**config.mk**
```make
export PLATFORM = sky130hd
export DESIGN_NAME = spi_cfg_regbank
export DESIGN_NICKNAME = d
export VERILOG_FILES = /design/src/rtl/spi_cfg_regbank.sv
export SDC_FILE = /design/constraint.sdc
export NUM_CORES = 1
export LEC_CHECK = 0
export ABC_AREA = 1
export CORE_ASPECT_RATIO = 0.75
export CORE_MARGIN = 3
export CORE_UTILIZATION = 35
export CTS_CLUSTER_SIZE = 30
export DETAILED_ROUTE_END_ITERATION = 7
export PLACE_DENSITY = 0.64
export SYNTH_ARGS = -nofsm -noshare
export SYNTH_HDL_FRONTEND = slang
export SYNTH_SLANG_ARGS = --single-unit
```
**constraint.sdc**
```tcl
create_clock -name clk -period 12.2 [get_ports clk]
set_input_delay 1.83 -clock clk [delete_from_list [all_inputs] [get_ports clk]]
set_output_delay 1.83 -clock clk [all_outputs]
set_load 0.03 [all_outputs]
```
**src/rtl/spi_cfg_regbank.sv**
```systemverilog
// spi_cfg_regbank: SPI-slave configuration register bank with framed writes, per-register strobes and frame errors.
// Defining SPI_READBACK_EN adds the miso port and serial readback of the addressed register.
module spi_cfg_regbank #(
  parameter int unsigned       ADDR_W      = 4,
  parameter int unsigned       DATA_W      = 16,
  parameter int unsigned       NUM_REGS    = 8,
  parameter int unsigned       SYNC_STAGES = 2,
  parameter logic [DATA_W-1:0] RESET_VAL   = '0
) (
  input  logic                       clk,
  input  logic                       rst,
  input  logic                       sck,
  input  logic                       mosi,
  input  logic                       csb,
  output logic [NUM_REGS*DATA_W-1:0] regs_flat,
  output logic [NUM_REGS-1:0]        wr_strobe,
  output logic                       frame_err
`ifdef SPI_READBACK_EN
  ,
  output logic                       miso
`endif
);

  localparam int unsigned       FRAME_LEN  = 1 + ADDR_W + DATA_W;
  localparam int unsigned       CNT_W      = $clog2(FRAME_LEN + 2);
  localparam logic [CNT_W-1:0]  CNT_FULL   = CNT_W'(FRAME_LEN);
  localparam logic [CNT_W-1:0]  CNT_OVR    = CNT_W'(FRAME_LEN + 1);
  localparam logic [ADDR_W:0]   NUM_REGS_W = (ADDR_W + 1)'(NUM_REGS);

  typedef enum logic [1:0] {IDLE, SHIFT, COMMIT} state_t;

  state_t                 r_state, w_next;
  logic [SYNC_STAGES-1:0] r_sck_sync, r_mosi_sync, r_csb_sync;
  logic                   r_sck_d, r_csb_d;
  logic                   w_sck_s, w_mosi_s, w_csb_s, w_sck_rise, w_csb_fall;
  logic                   w_clear, w_shift, w_commit;
  logic [CNT_W-1:0]       r_cnt;
  logic [FRAME_LEN-1:0]   r_shift;
  logic [DATA_W-1:0]      r_regs [NUM_REGS];
  logic                   w_rw, w_in_range, w_full, w_wr_ok, w_rd_ok, w_err;
  logic [ADDR_W-1:0]      w_addr;
  logic [DATA_W-1:0]      w_data;

  always_ff @(posedge clk or posedge rst) begin
    if (rst) begin
      r_sck_sync  <= '0;
      r_mosi_sync <= '0;
      r_csb_sync  <= '1;
      r_sck_d     <= 1'b0;
      r_csb_d     <= 1'b1;
    end else begin
      r_sck_sync  <= {r_sck_sync[SYNC_STAGES-2:0], sck};
      r_mosi_sync <= {r_mosi_sync[SYNC_STAGES-2:0], mosi};
      r_csb_sync  <= {r_csb_sync[SYNC_STAGES-2:0], csb};
      r_sck_d     <= w_sck_s;
      r_csb_d     <= w_csb_s;
    end
  end

  assign w_sck_s    = r_sck_sync[SYNC_STAGES-1];
  assign w_mosi_s   = r_mosi_sync[SYNC_STAGES-1];
  assign w_csb_s    = r_csb_sync[SYNC_STAGES-1];
  assign w_sck_rise = w_sck_s & ~r_sck_d;
  assign w_csb_fall = ~w_csb_s & r_csb_d;

  always_ff @(posedge clk or posedge rst) begin
    if (rst) r_state <= IDLE;
    else     r_state <= w_next;
  end

  // A clock edge coinciding with CSb release is dropped: the csb test wins in SHIFT.
  always_comb begin
    w_next   = r_state;
    w_clear  = 1'b0;
    w_shift  = 1'b0;
    w_commit = 1'b0;
    case (r_state)
      IDLE: if (w_csb_fall) begin
        w_next  = SHIFT;
        w_clear = 1'b1;
      end
      SHIFT: begin
        if (w_csb_s)         w_next  = COMMIT;
        else if (w_sck_rise) w_shift = 1'b1;
      end
      COMMIT: begin
        w_commit = 1'b1;
        if (!w_csb_s) begin
          w_next  = SHIFT;
          w_clear = 1'b1;
        end else begin
          w_next = IDLE;
        end
      end
      default: w_next = IDLE;
    endcase
  end

  always_ff @(posedge clk or posedge rst) begin
    if (rst) begin
      r_cnt   <= '0;
      r_shift <= '0;
    end else if (w_clear) begin
      r_cnt   <= '0;
      r_shift <= '0;
    end else if (w_shift) begin
      if (r_cnt < CNT_FULL) r_shift <= {r_shift[FRAME_LEN-2:0], w_mosi_s};
      if (r_cnt != CNT_OVR) r_cnt   <= r_cnt + 1'b1;
    end
  end

  assign w_rw       = r_shift[FRAME_LEN-1];
  assign w_addr     = r_shift[DATA_W +: ADDR_W];
  assign w_data     = r_shift[DATA_W-1:0];
  assign w_in_range = {1'b0, w_addr} < NUM_REGS_W;
  assign w_full     = (r_cnt == CNT_FULL);
  assign w_wr_ok    = w_commit & w_full & ~w_rw & w_in_range;
`ifdef SPI_READBACK_EN
  assign w_rd_ok    = w_commit & w_full & w_rw & w_in_range;
`else
  assign w_rd_ok    = 1'b0;
`endif
  assign w_err      = w_commit & (r_cnt != '0) & ~w_wr_ok & ~w_rd_ok;

  always_ff @(posedge clk or posedge rst) begin
    if (rst) begin
      for (int unsigned k = 0; k < NUM_REGS; k++) r_regs[k] <= RESET_VAL;
      wr_strobe <= '0;
      frame_err <= 1'b0;
    end else begin
      wr_strobe <= '0;
      frame_err <= w_err;
      for (int unsigned k = 0; k < NUM_REGS; k++) begin
        if (w_wr_ok && (w_addr == ADDR_W'(k))) begin
          r_regs[k]    <= w_data;
          wr_strobe[k] <= 1'b1;
        end
      end
    end
  end

  always_comb begin
    regs_flat = '0;
    for (int unsigned k = 0; k < NUM_REGS; k++) regs_flat[k*DATA_W +: DATA_W] = r_regs[k];
  end

`ifdef SPI_READBACK_EN
  localparam logic [CNT_W-1:0] CNT_HDR = CNT_W'(1 + ADDR_W);

  logic [DATA_W-1:0] r_tx, w_rd_sel;
  logic              r_rd, w_sck_fall;

  assign w_sck_fall = ~w_sck_s & r_sck_d;

  always_comb begin
    w_rd_sel = '0;
    for (int unsigned k = 0; k < NUM_REGS; k++)
      if (r_shift[ADDR_W-1:0] == ADDR_W'(k)) w_rd_sel = r_regs[k];
  end

  // Load one cycle after the header completes; shifting starts only after the first data bit is sampled.
  always_ff @(posedge clk or posedge rst) begin
    if (rst) begin
      r_tx <= '0;
      r_rd <= 1'b0;
    end else if (w_clear) begin
      r_tx <= '0;
      r_rd <= 1'b0;
    end else if (r_state == SHIFT && r_cnt == CNT_HDR && !r_rd) begin
      r_rd <= r_shift[ADDR_W];
      r_tx <= r_shift[ADDR_W] ? w_rd_sel : '0;
    end else if (r_state == SHIFT && w_sck_fall && r_cnt > CNT_HDR) begin
      r_tx <= {r_tx[DATA_W-2:0], 1'b0};
    end
  end

  assign miso = r_rd & ~w_csb_s & r_tx[DATA_W-1];
`endif

endmodule

```
==> results.sh, run 1 <==
export IMPL_syn_avg_cell_area_um2=8.10
export IMPL_fin_worst_skew_ns=0.00898
export IMPL_crit_family="buffers and inverters"
export IMPL_antenna_cells=0
export IMPL_routabilityCongestion=0.771
export IMPL_worstSetupPathType="in -> async"
export IMPL_grt_pass1_wl_um=37100
export IMPL_grt_start_max_net_pins=100
export IMPL_groute_usage_overall_pct=18.0
export IMPL_top_layer="met4"
export IMPL_period_share_pct=28.9
export IMPL_drc=0
export IMPL_fin_cells=1517
export IMPL_tns_ns=0
export IMPL_antenna_found_initial=0
export IMPL_wl_per_cell_um=15.9
export IMPL_routed_via_density=4.64
export IMPL_grt_pass1_vias=6431
export IMPL_design_area_mm2=0.0106
export IMPL_worstPathMaxFanout=99
export IMPL_synth_top_area_cell="dfrtp_1"
export IMPL_hpwl_um=14900
export IMPL_h_tree_depth=4
export IMPL_critPathLaunchType="input pin"
export IMPL_maxSlewHeadroom_pct=23.4
export IMPL_cts_resized=0
export IMPL_layout_nets=1182
export IMPL_synth_area_leaders="dfrtp_1 49%, nand2_1 14%, inv_1 12%, nand4_1 10%, buf_6 2.5%"
export IMPL_route_met2_wl_um=10500
export IMPL_ys_types=27
export IMPL_wl_um=24100
export IMPL_hold_class="reg -> reg"
export IMPL_cts_sink_count=173
export IMPL_setup_viol=0
export IMPL_syn_to_final_growth_pct=23.5
export IMPL_synthesis_area_mm2=0.00861
export IMPL_yosysSeqAreaShare_pct=50.3
export IMPL_syn_instance_count=1063
export IMPL_peakVddDrop_v=0.0000968
export IMPL_cpPeakStageDelay_ns=0.89
export IMPL_clock_path_buffers=2
export IMPL_leakage_nw=6.13
export IMPL_port_buffers=141
export IMPL_ys_warn_count=0
export IMPL_num_rows=49
export IMPL_setup_slack_ns=8.68
export IMPL_clk_pin_slew_worst_paths_ns=0.06
export IMPL_arrival_ns=3.93
export IMPL_core_area_mm2=0.0241
export IMPL_path_cells="clkdlybuf4s50_1, inv_6, buf_4"
export IMPL_syn_nets=1072
export IMPL_ys_seq_elements=173
export IMPL_critPathLaunch="rst"
export IMPL_cts_setup_buffers=0
export IMPL_slowest_stage="buf_4"
export IMPL_grt_overflow_total=0
export IMPL_cts_hold_buf=0
export IMPL_root_buffer="clkbuf_16"
export IMPL_numCtsBuffers=17
export IMPL_yosys_area_top_type_share_pct=49.4
export IMPL_cp_num_buf_inv=3
export IMPL_max_cap_viol_count=0
export IMPL_finalCriticalPeriod_ns=3.52
export IMPL_finalHoldViolCount=0
export IMPL_critPathRequiredTime_ns=12.61
export IMPL_drt_pass1_iterations=5
export IMPL_antenna_left=0
export IMPL_die_area_mm2=0.0265
export IMPL_min_from="r_sck_sync[0]$_DFF_PP0_"
export IMPL_cts_tree="yes"
export IMPL_status="completed"
export IMPL_dp_cells=1485
export IMPL_drt_iter0_drc=668
export IMPL_powerDensity_mw_per_mm2=122
export IMPL_met1_length_um=11700
export IMPL_ios=142
export IMPL_fmax_mhz=284
export IMPL_tightestPinTransition_ns=1.14
export IMPL_dr_wl_met3_um=1700
export IMPL_die_h_um=142
export IMPL_via_count=7036
export IMPL_rsz0062_at_grt="no"
export IMPL_insertion_delay_ns=0.43
export IMPL_rr_startpoint="r_cnt[1]$_DFFE_PP0P_"
export IMPL_critPathCaptureType="asynchronous set/reset pin"
export IMPL_start_util_pct=35.7
export IMPL_die_width_um=187
export IMPL_post_dp_cell_area_mm2=0.0100
export IMPL_dp_slack_ns=8.10
export IMPL_slew_viol_final=0
export IMPL_final_core_util_pct=44.1
export IMPL_drive_gt1_share_pct=5.90
[area by class of cell]
type                    count  area (µm²)
clock buffers              22         464
clock inverters            10         163
fillers                  2375       13500
inverters                 293        1100
multi-input cells         538        2670
flip-flops and latches    173        4330
well taps                 331         414
repair buffers            150        1480
[synthesized netlist by cell type]
cell / count
nand3_1: 8
clkinv_1: 1
nor2_4: 3
xor2_1: 1
nor2_1: 16
inv_2: 6
nand2_2: 3
o21ai_1: 22
dfstp_2: 3
nand4_4: 8
nand2_1: 323
nand4_1: 139
buf_1: 1
buf_2: 17
ha_1: 4
o21ai_0: 2
dfrtp_1: 170
buf_8: 1
nor3_1: 1
buf_6: 19
buf_12: 4
nor2_8: 2
buf_4: 11
nand2_4: 1
inv_1: 286
nor2_2: 5
clkbuf_1: 6
[metal layers]
| layer | vias to the layer above | track usage [%] |
|---|---|---|
| li1 | 3435 | - |
| met1 | 3322 | 27.4 |
| met2 | 259 | 26.2 |
| met3 | 20 | 3.85 |
| met4 | 0 | 3.90 |
| met5 | - | 0 |
[cells in the final DEF (no fill, tap or decap), types with 3 or more instances in the layout]
cell type	count
buf_4	9
nand2_1	323
nor2_1	16
ha_1	4
nand3_1	8
clkdlybuf4s50_1	141
nor2_4	3
clkbuf_1	3
dfrtp_1	170
nand4_1	139
inv_1	285
nor2_2	5
dfstp_2	3
inv_2	6
nand4_4	8
clkbuf_16	17
nand2_2	3
bufinv_16	4
o21ai_1	22
[sequential cells by signal, indices dropped and copies added, names as in the netlist]
signal,cells
r_cnt,5
regs_flat,128
r_csb_sync,2
r_csb_d,1
r_state,2
wr_strobe,8
r_shift,21
r_mosi_sync,2
r_sck_sync,2
frame_err,1
r_sck_d,1
[kinds of logic after synthesis]
kind of cell               synth area share [%]
and+or+nand+nor                            29.0
AOI/OAI and AO/OA                          1.40
xor gates and xnor gates                  0.102
adders and majority gates                 0.582
DFF                                        50.3
buffers and inverters                      18.6
[report_power, final]
group	internal [mW]	leakage (nW)	switching, mW	total (mW)
logic	0.0144	3.44	0.0926	0.107
clock network	0.355	0.301	0.235	0.590
registers	0.587	2.39	0.0104	0.597
[path summary, 6_finish.rpt]
path / slack, ns / cells past startpoint / end
max: 8.68 / 3 / r_shift[12]$_DFFE_PP0P_
min: 0.36 / 0 / r_sck_sync[1]$_DFF_PP0_
max reg2reg: 9.37 / 11 / regs_flat[13]$_DFFE_PP0P_
min reg2reg: 0.36 / 0 / r_sck_sync[1]$_DFF_PP0_
max in group clk: 8.83 / 1 / regs_flat[77]
min in group asynchronous: 1.98 / 2 / regs_flat[122]$_DFFE_PP0P_
[through the flow]
stage	hold WS, ns	power (mW)
6_report	0.355	1.29
4_1_cts	0.357	1.30
3_5_place_dp	0.344	0.713
3_3_place_gp	0.335	0.711
5_1_grt	0.367	1.34
2_1_floorplan	0.331	0.659
(Power assumes the default switching activity.)
==> run 2: changes to the inputs <==
==> constraint.sdc (replaced) <==
create_clock -name clk -period 3.25 [get_ports clk]
set_input_delay 0.4875 -clock clk [delete_from_list [all_inputs] [get_ports clk]]
set_output_delay 0.4875 -clock clk [all_outputs]
set_load 0.03 [all_outputs]
==> run 2 against run 1 <==
Net effect: via count grew 0.44%; critical path depth is 7 higher; final area increased by 0.39%; core utilization increased by 0.17 points; total power rose to 3.5 times the previous value; highest routed layer unchanged; sequential share of layout area decreased by 0.16 points; count of clock-buffer cells in the layout shrank 2; flip-flop and latch count stayed put; setup slack got worse by 7.6 ns; register-to-register slack got worse by 8.3 ns; routed wire length down 0.12%; final cell count rose by 0.73%.
==> results.sh, run 2 (synthesis gave the netlist of run 1 again) <==
export IMPL_clkPwrFrac_pct=42.0
export IMPL_critPathCaptureType="register"
export IMPL_grt_overflow_total=0
export IMPL_rsz0062_at_grt="no"
export IMPL_cts_hold_buf=0
export IMPL_cts_tree="yes"
export IMPL_die_width_um=187
export IMPL_num_rows=49
export IMPL_hpwl_um=15700
export IMPL_p_sw_mw=1.28
export IMPL_routed_via_density=4.63
export IMPL_via_count=7067
export IMPL_drt_iter0_drc=638
export IMPL_largest_reg_flops=128
export IMPL_fin_worst_skew_ns=0.0139
export IMPL_status="completed"
export IMPL_worstSetupPathType="reg -> reg"
export IMPL_die_area_mm2=0.0265
export IMPL_p_sw_share_pct=28.1
export IMPL_syn_to_final_growth_pct=24.0
export IMPL_drc=0
export IMPL_critPathRequiredTime_ns=3.58
export IMPL_maxSlewHeadroom_pct=36.4
export IMPL_period_share_pct=67.0
export IMPL_ios=142
export IMPL_worstHoldPathCells=0
export IMPL_die_h_um=142
export IMPL_layout_common_cells="323 x nand2_1, 285 x inv_1, 170 x dfrtp_1"
export IMPL_setup_viol=0
export IMPL_slew_viol_final=0
export IMPL_clk_pin_slew_worst_paths_ns=0.07
export IMPL_finalHoldViolCount=0
export IMPL_critPathLaunchType="register"
export IMPL_num_fill_cells=2383
export IMPL_hold_class="reg -> reg"
export IMPL_grt_pass1_vias=6600
export IMPL_worstPathMaxFanout=67
export IMPL_met2_usage_pct=26.4
export IMPL_antenna_left=0
export IMPL_port_buffers=141
export IMPL_top_usage_layer="met1"
export IMPL_grt_start_max_net_pins=68
export IMPL_pwr_share_seq_pct=49.3
export IMPL_final_common_cell="nand2_1"
export IMPL_start_util_pct=35.7
export IMPL_core_area_mm2=0.0241
export IMPL_arrival_ns=2.51
export IMPL_layout_nets=1193
export IMPL_antenna_found_initial=0
export IMPL_groute_usage_overall_pct=18.2
export IMPL_drive_gt1_share_pct=6.85
export IMPL_wl_um=24000
export IMPL_wl_per_cell_um=15.7
export IMPL_routabilityCongestion=0.859
export IMPL_finalCriticalPeriod_ns=2.18
export IMPL_cts_sink_count=173
export IMPL_ff_latch_area_mm2=0.00433
export IMPL_root_buffer="clkbuf_16"
export IMPL_max_cap_viol_count=0
export IMPL_antenna_cells=0
export IMPL_fin_cells=1528
export IMPL_grt_util_met3_pct=4.49
export IMPL_h_tree_depth=4
export IMPL_cts_resized=0
export IMPL_intPower_mw=3.27
export IMPL_clock_path_buffers=2
export IMPL_fmax_mhz=459
export IMPL_r2r_cells=10
export IMPL_grt_pass1_wl_um=37900
export IMPL_tightestPinTransition_ns=0.953
export IMPL_dp_cells=1496
export IMPL_peakVddDrop_v=0.000385
export IMPL_drt_pass1_iterations=5
export IMPL_leakage_nw=6.15
export IMPL_multiInputGateArea_mm2=0.00267
export IMPL_insertion_delay_ns=0.43
export IMPL_cts_setup_buffers=0
export IMPL_combPwrFrac_pct=8.7
export IMPL_powerDensity_mw_per_mm2=427
export IMPL_use_met1_pct=27.2
export IMPL_numCtsBuffers=17
export IMPL_tns_ns=0
## run 2: routing by layer
layer / vias up / part of all wire, %
li1: 3459 / -
met1: 3322 / 49
met2: 267 / 42
met3: 19 / 7.5
met4: 0 / 0.97
met5: - / 0
## run 2: power by group through the flow
stage	clock [mW]	combinational, mW	sequential [mW]
2_1_floorplan	0	0.201	2.27
3_3_place_gp	0	0.392	2.28
3_5_place_dp	0	0.391	2.28
4_1_cts	1.94	0.394	2.24
5_1_grt	2.03	0.426	2.25
6_report	1.91	0.396	2.24
## run 2: path summary, 6_finish.rpt
path | from | end | slack [ns]
max | r_cnt[1]$_DFFE_PP0P_ | regs_flat[39]$_DFFE_PP0P_ | 1.07
min in group asynchronous | rst | regs_flat[115]$_DFFE_PP0P_ | 0.61
max reg2reg | r_cnt[1]$_DFFE_PP0P_ | regs_flat[39]$_DFFE_PP0P_ | 1.07
min reg2reg | r_sck_sync[0]$_DFF_PP0_ | r_sck_sync[1]$_DFF_PP0_ | 0.35
max in group asynchronous | rst | r_csb_sync[0]$_DFF_PP1_ | 1.90
min | r_sck_sync[0]$_DFF_PP0_ | r_sck_sync[1]$_DFF_PP0_ | 0.35
## run 2: area by class of cell
class | instances | area share [%]
flip-flops and latches | 173 | 40.6
multi-input cells | 538 | 25.0
repair buffers | 161 | 15.1
inverters | 293 | 10.3
clock buffers | 20 | 4.19
well taps | 331 | 3.88
clock inverters | 12 | 0.844
## run 2: critical path, stage by stage, from the launching register on
cell	delay [ns]
dfrtp_1	0.44
inv_1	0.12
ha_1	0.24
inv_1	0.06
nor2_1	0.08
nand2_1	0.09
nor2_4	0.09
buf_4	0.53
nand4_1	0.21
nand2_1	0.12
inv_1	0.04
## run 2: metrics by stage
step	worst slack (ns)	util [%]	cell area, µm²	total power [mW]	hold slack (ns)
floorplan	0.554	-	8610	2.47	0.331
global placement	1.13	42.1	10100	2.67	0.337
detailed placement	1.10	42.1	10100	2.67	0.341
CTS	1.09	44.3	10700	4.57	0.357
global route	0.832	44.3	10700	4.71	0.369
finish	1.07	44.3	10700	4.55	0.354
